===== src/rtl/pipe_collide_score_if.sv =====
// Game-step bus between the bird/pipe front end and the collision/score block.
// Tick qualifies everything: inputs are sampled only on clk edges where Tick=1, and outputs reflect that step one clk later.
interface pipe_collide_score_if;
    logic        Tick;
    logic        Button;
    logic [15:0] PipesPosition;
    logic [15:0] PipesLong;
    logic [15:0] BirdY;
    logic        Status;
    logic        Hit;
    logic [15:0] Score;
    logic [15:0] BestScore;
    logic [1:0]  State;

    modport master (
        output Tick, Button, PipesPosition, PipesLong, BirdY,
        input  Status, Hit, Score, BestScore, State
    );

    modport slave (
        input  Tick, Button, PipesPosition, PipesLong, BirdY,
        output Status, Hit, Score, BestScore, State
    );
endinterface


===== src/rtl/pipe_collide_score.sv =====
// Flappy-bird game controller: pipe/ground collision, BCD pass scoring and best-score tracking.
// All state advances only on Tick; Hit is a single-clk pulse on entry to DEAD.
module pipe_collide_score #(
    parameter int BIRD_X   = 200,
    parameter int BIRD_W   = 34,
    parameter int BIRD_H   = 24,
    parameter int PIPE_W   = 90,
    parameter int CAP_H    = 33,
    parameter int GAP      = 150,
    parameter int GROUND_Y = 428
) (
    input  logic                 clk,
    input  logic                 Reset,
    pipe_collide_score_if.slave  bus
);

    typedef enum logic [1:0] {
        S_IDLE = 2'd0,
        S_RUN  = 2'd1,
        S_DEAD = 2'd2
    } state_t;

    // 17-bit geometry so pipe/bird sums never wrap
    localparam logic [16:0] L_BIRD_X   = 17'(BIRD_X);
    localparam logic [16:0] L_BIRD_R   = 17'(BIRD_X + BIRD_W - 1);
    localparam logic [16:0] L_REARM    = 17'(BIRD_X + BIRD_W);
    localparam logic [16:0] L_PIPE_W   = 17'(PIPE_W);
    localparam logic [16:0] L_CAP_H    = 17'(CAP_H);
    localparam logic [16:0] L_GAP      = 17'(GAP);
    localparam logic [16:0] L_BIRD_HM1 = 17'(BIRD_H - 1);
    localparam logic [16:0] L_GROUND   = 17'(GROUND_Y);

    state_t      r_state, w_state_nxt;
    logic [15:0] r_score, w_score_nxt;
    logic [15:0] r_best, w_best_nxt;
    logic        r_passed, w_passed_nxt;
    logic        r_hit, w_hit_nxt;

    logic [16:0] w_pos, w_pipe_r, w_bird_bot, w_top_lim, w_bot_lim;
    logic        w_overlap, w_collide, w_score_zone, w_rearm;

    function automatic logic [15:0] bcd_inc(input logic [15:0] v);
        logic [15:0] res;
        logic        carry;
        res   = v;
        carry = 1'b1;
        if (v != 16'h9999) begin
            for (int i = 0; i < 4; i++) begin
                if (carry) begin
                    if (res[i*4 +: 4] == 4'd9) begin
                        res[i*4 +: 4] = 4'd0;
                    end else begin
                        res[i*4 +: 4] = res[i*4 +: 4] + 4'd1;
                        carry         = 1'b0;
                    end
                end
            end
        end
        return res;
    endfunction

    assign w_pos        = {1'b0, bus.PipesPosition};
    assign w_pipe_r     = w_pos + L_PIPE_W;
    assign w_bird_bot   = {1'b0, bus.BirdY} + L_BIRD_HM1;
    assign w_top_lim    = {1'b0, bus.PipesLong} + L_CAP_H;
    assign w_bot_lim    = {1'b0, bus.PipesLong} + L_GAP;
    assign w_overlap    = (w_pos <= L_BIRD_R) && (w_pipe_r >= L_BIRD_X);
    assign w_collide    = (w_overlap && (({1'b0, bus.BirdY} <= w_top_lim) || (w_bird_bot >= w_bot_lim)))
                        || (w_bird_bot >= L_GROUND);
    assign w_score_zone = (w_pipe_r < L_BIRD_X);
    assign w_rearm      = (w_pos > L_REARM);

    always_comb begin
        w_state_nxt  = r_state;
        w_score_nxt  = r_score;
        w_best_nxt   = r_best;
        w_passed_nxt = r_passed;
        w_hit_nxt    = 1'b0;
        if (bus.Tick) begin
            case (r_state)
                S_IDLE: begin
                    if (!bus.Button) begin
                        w_state_nxt  = S_RUN;
                        w_score_nxt  = 16'h0000;
                        w_passed_nxt = 1'b0;
                    end
                end
                S_RUN: begin
                    // collision takes priority over a same-step pass
                    if (w_collide) begin
                        w_state_nxt = S_DEAD;
                        w_hit_nxt   = 1'b1;
                        if (r_score > r_best) w_best_nxt = r_score;
                    end else if (!r_passed && w_score_zone) begin
                        w_score_nxt  = bcd_inc(r_score);
                        w_passed_nxt = 1'b1;
                    end else if (w_rearm) begin
                        w_passed_nxt = 1'b0;
                    end
                end
                S_DEAD: begin
                    if (bus.Button) w_state_nxt = S_IDLE;
                end
                default: w_state_nxt = S_IDLE;
            endcase
        end
    end

    always_ff @(posedge clk or posedge Reset) begin
        if (Reset) begin
            r_state  <= S_IDLE;
            r_score  <= 16'h0000;
            r_best   <= 16'h0000;
            r_passed <= 1'b0;
            r_hit    <= 1'b0;
        end else begin
            r_state  <= w_state_nxt;
            r_score  <= w_score_nxt;
            r_best   <= w_best_nxt;
            r_passed <= w_passed_nxt;
            r_hit    <= w_hit_nxt;
        end
    end

    assign bus.State     = r_state;
    assign bus.Status    = (r_state == S_RUN);
    assign bus.Hit       = r_hit;
    assign bus.Score     = r_score;
    assign bus.BestScore = r_best;

endmodule

===== src/flat_wrapper.sv =====
// flat-port wrapper written by rule: the top's interface ports become plain ports
module pipe_collide_score_flat 
#(
    parameter int BIRD_X   = 200,
    parameter int BIRD_W   = 34,
    parameter int BIRD_H   = 24,
    parameter int PIPE_W   = 90,
    parameter int CAP_H    = 33,
    parameter int GAP      = 150,
    parameter int GROUND_Y = 428
)
  (clk, Reset, bus_Tick, bus_Button, bus_PipesPosition, bus_PipesLong, bus_BirdY, bus_Status, bus_Hit, bus_Score, bus_BestScore, bus_State);
  pipe_collide_score_if bus_i ();
  input  logic clk;
  input  logic Reset;
  input wire logic [$bits(bus_i.Tick)-1:0] bus_Tick;
  input wire logic [$bits(bus_i.Button)-1:0] bus_Button;
  input wire logic [$bits(bus_i.PipesPosition)-1:0] bus_PipesPosition;
  input wire logic [$bits(bus_i.PipesLong)-1:0] bus_PipesLong;
  input wire logic [$bits(bus_i.BirdY)-1:0] bus_BirdY;
  output wire logic [$bits(bus_i.Status)-1:0] bus_Status;
  output wire logic [$bits(bus_i.Hit)-1:0] bus_Hit;
  output wire logic [$bits(bus_i.Score)-1:0] bus_Score;
  output wire logic [$bits(bus_i.BestScore)-1:0] bus_BestScore;
  output wire logic [$bits(bus_i.State)-1:0] bus_State;
  assign bus_i.Tick = bus_Tick;
  assign bus_i.Button = bus_Button;
  assign bus_i.PipesPosition = bus_PipesPosition;
  assign bus_i.PipesLong = bus_PipesLong;
  assign bus_i.BirdY = bus_BirdY;
  assign bus_Status = bus_i.Status;
  assign bus_Hit = bus_i.Hit;
  assign bus_Score = bus_i.Score;
  assign bus_BestScore = bus_i.BestScore;
  assign bus_State = bus_i.State;
  pipe_collide_score #(.BIRD_X(BIRD_X), .BIRD_W(BIRD_W), .BIRD_H(BIRD_H), .PIPE_W(PIPE_W), .CAP_H(CAP_H), .GAP(GAP), .GROUND_Y(GROUND_Y)) u_core (.clk(clk), .Reset(Reset), .bus(bus_i));
endmodule

===== config.mk =====
export PLATFORM = sky130hd
export DESIGN_NAME = pipe_collide_score_flat
export DESIGN_NICKNAME = d
export VERILOG_FILES = /design/src/rtl/pipe_collide_score_if.sv /design/src/rtl/pipe_collide_score.sv /design/src/flat_wrapper.sv
export SDC_FILE = /design/constraint.sdc
export NUM_CORES = 1
export LEC_CHECK = 0
export BUFFER_PORTS_ARGS = -buffer_cell sky130_fd_sc_hd__buf_2
export CORE_UTILIZATION = 55
export DETAILED_ROUTE_END_ITERATION = 10
export GPL_TIMING_DRIVEN = 0
export PLACE_DENSITY = 0.92
export SYNTH_ARGS = -nofsm -noshare
export SYNTH_HDL_FRONTEND = slang
export SYNTH_SLANG_ARGS = --single-unit
export TNS_END_PERCENT = 30

===== constraint.sdc =====
create_clock -name clk -period 3.5 [get_ports clk]
set_clock_uncertainty 0.05 [all_clocks]
set_input_delay 0.175 -clock clk [delete_from_list [all_inputs] [get_ports clk]]
set_output_delay 0.175 -clock clk [all_outputs]
set_load 0.1 [all_outputs]

==> flow_metrics.py <==
metrics = {
    "sta": {
        "finalCritPeriodShare": 1.048,
        "setup_ws_ns": -0.1689,
        "fin_crit_ns": 3.669,
        "relSlewSlack": 0.4766,
        "grt_setup_unrepaired": "yes",
        "setup_viol": 16,
        "fmax_ghz": 0.2726,
        "slew_viol_final": 0,
        "fin_setup_tns_ns": -1.643,
        "holdWs_ns": -0.05510,
        "worst_slew_pin_slew_ns": 0.7653,
        "hold_violations": 36,
    },
    "cells_and_area": {
        "fill_cells": 444,
        "layout.nets": 711,
        "instances_no_fill": 695,
        "fin_util": 0.7526,
        "syn_to_final_growth_pct": 28.68,
        "stdcell_area_mm2": 0.005226,
        "drive_above_1_share": 0.3072,
        "antenna_cells": 0,
    },
    "placement": {
        "place_inst": 661,
        "port_buffers": 81,
        "placed_cell_area_mm2": 0.004638,
        "gp_congestion": 0.9525,
        "dp_hpwl_mm": 8.140,
    },
    "power": {
        "switching_power_uw": 1514,
        "ir_drop_v": 0.0002415,
        "powerDensity_mw_per_mm2": 516.5,
        "p_sw_frac": 0.5609,
        "pwr-share-comb": 0.636,
        "p_int_uw": 1185,
        "seq_power_share": 0.225,
        "power.leakage_uw": 0.002536,
        "clockPowerShare": 0.139,
    },
    "clock_tree": {
        "clockBufferDepth": 2,
        "root_buffer": "clkbuf_8",
        "tritoncts": "done",
        "htreeDepth": 2,
        "insertion_delay_ns": 0.30,
        "cts_hold_buffers": 0,
        "clock-sinks": 36,
        "clk_pin_slew_ns": 0.08,
        "numCtsBuffers": 5,
    },
    "drt": {
        "dr.pass1.iters": 5,
        "vias": 4480,
        "viasPerCell": 6.446,
        "drc": 0,
        "drtIter0Drc": 418,
        "drt-total-wl_mm": 13.33,
        "antenna_left": 0,
        "wl_per_cell_um": 19.18,
    },
    "synth": {
        "ys_warn_count": 0,
        "syn_area_mm2": 0.004061,
        "syn_inst": 484,
        "ys.flop_type": "dfrtp_1",
        "syn_avg_cell_area_um2": 8.391,
        "ys_top_cells_by_count": "ha_1 (61), nand2_1 (42), inv_1 (38), dfrtp_1 (36), nor2_1 (29)",
        "synth.distinct_cells": 65,
        "synth-seq-cells": 36,
        "yosys-top-cells-area": "dfrtp_1 (22%), ha_1 (19%), xnor2_1 (4.7%)",
        "synth_top_area_share": 0.2218,
        "synth_edf_count": 0,
        "seq_area_frac_synth": 0.2218,
        "yosys.area.top_type": "dfrtp_1",
        "syn_nets": 597,
        "synthArstFlopShare": 1.000,
        "synth_most_common_cell": "ha_1",
    },
    "global_routing": {
        "grt_pass1_vias": 3964,
        "grt_max_degree": 37,
        "grtUsageTotal": 0.2919,
        "met2_usage": 0.5180,
        "use_met1": 0.3243,
        "grt_antenna_before_repair": 0,
        "met3_usage": 0.05372,
        "grt_pass1_wl_mm": 17.75,
        "grt-busiest-layer": "met2",
        "grt_overflow": 0,
    },
    "min_path": {
        "min_path_type": "in2async",
    },
    "critical_path": {
        "start_kind": "input pin",
        "critical_path_arrival_ns": 3.80,
        "crit_type": "in2reg",
        "crit_fanout": 8,
        "end_kind": "flop",
        "required_ns": 3.63,
        "r2r-start": "u_core.bus.Score[2]",
        "cp-startpoint": "bus_PipesLong[0]",
    },
    "floorplan": {
        "io_pins": 88,
        "die_y_um": 87.93,
        "fp.dieW_um": 87.93,
        "start_util": 0.5849,
        "coreArea_mm2": 0.006944,
        "die-area_mm2": 0.007732,
        "row_count": 30,
    },
    "flow_run": {
        "max-cap-violations": 0,
    },
    "run_status": {
        "status": "finished with violations",
        "violations": "negative hold slack, negative setup slack",
    },
}
[flip-flops by register name (all words and copies together) (netlist names)]
register              count
u_core.bus.BestScore     16
u_core.bus.Hit            1
u_core.bus.Score         16
u_core.bus.State          2
u_core.r_passed           1
[critical path, stage by stage]
cell	delay, ns
buf_4	0.15
ha_4	0.17
buf_4	0.14
xnor2_1	0.23
ha_1	0.28
and4_1	0.25
nor2b_1	0.16
o311ai_1	0.41
o211ai_1	0.27
nor4bb_4	0.22
o311a_1	0.31
or4_1	0.42
buf_6	0.18
buf_12	0.14
mux2_4	0.29
[final cells by class]
class                   instances  area, um2  share of cell area
multi-input cells             395       3203              0.6129
flip-flops and latches         36      900.9              0.1724
repair buffers                107      641.9              0.1228
inverters                      39      155.1             0.02969
well taps                      96      120.1             0.02298
plain buffers                  14      93.84             0.01796
clock buffers                   5      68.82             0.01317
clock inverters                 3      42.54            0.008140
[routing by layer]
layer	wire length, um	part of all wire
met1	4655	0.35
met2	6775	0.51
met3	1059	0.079
met4	836	0.063
met5	0	0
[per-stage QoR]
step / total power (uW) / setup slack, ns
global placement: 2106 / -0.5411
detailed placement: 2161 / -0.6389
CTS: 2566 / 0.006582
floorplan: 1825 / 0.01475
global route: 2824 / -0.2043
finish: 2700 / -0.1689
[cell families after synthesis]
| logic type | share of synthesized area |
|---|---|
| AND/OR/NAND/NOR | 0.2264 |
| AO/OA/AOI/OAI | 0.1599 |
| adder cells (fa/ha/maj) | 0.1879 |
| buffers and inverters | 0.05514 |
| XOR/XNOR | 0.09057 |
| flip-flops | 0.2218 |
| multiplexers | 0.05822 |
[power by group through the flow]
stage / clock (uW) / sequential (uW) / combinational [uW]
floorplan: 0 / 1220 / 602
global placement: 0 / 602 / 1500
detailed placement: 0 / 611 / 1550
CTS: 375 / 603 / 1590
global route: 396 / 620 / 1810
finish: 374 / 609 / 1720
[placed cells by master, fill, tap and decap left out, types with 6 or more instances in the layout]
master and n:
a21o_1 6, a21oi_1 19, and3_1 6, buf_2 79, buf_4 30, dfrtp_1 36
ha_1 57, inv_1 31, mux2_1 6, mux2i_1 6, nand2_1 40, nand2b_1 6
nand3_1 21, nand4_1 11, nor2_1 22, nor3_1 14, o21ai_0 17, xnor2_1 22
xor2_1 20
[path summary, 6_finish.rpt]
path,depth (start not counted),to,slack [ns]
worst max-delay path,15,u_core.bus.BestScore[0],-0.17
worst min-delay path,2,u_core.bus.BestScore[14],-0.06
worst max register to register,10,u_core.bus.BestScore[0],0.14
worst min register to register,1,u_core.bus.BestScore[8],0.48
max in group asynchronous,2,u_core.bus.Score[2],2.94
min in group clk,3,u_core.bus.Hit,0.14
[repair_timing]
item                                    CTS  global route
endpoints found under the setup margin   16            17
gates resized for setup                  25            40
endpoints found under the hold margin     0             0
buffers inserted                          8            17
pin swaps                                16            25
cloned                                    0             1
(Power assumes the default switching activity.)
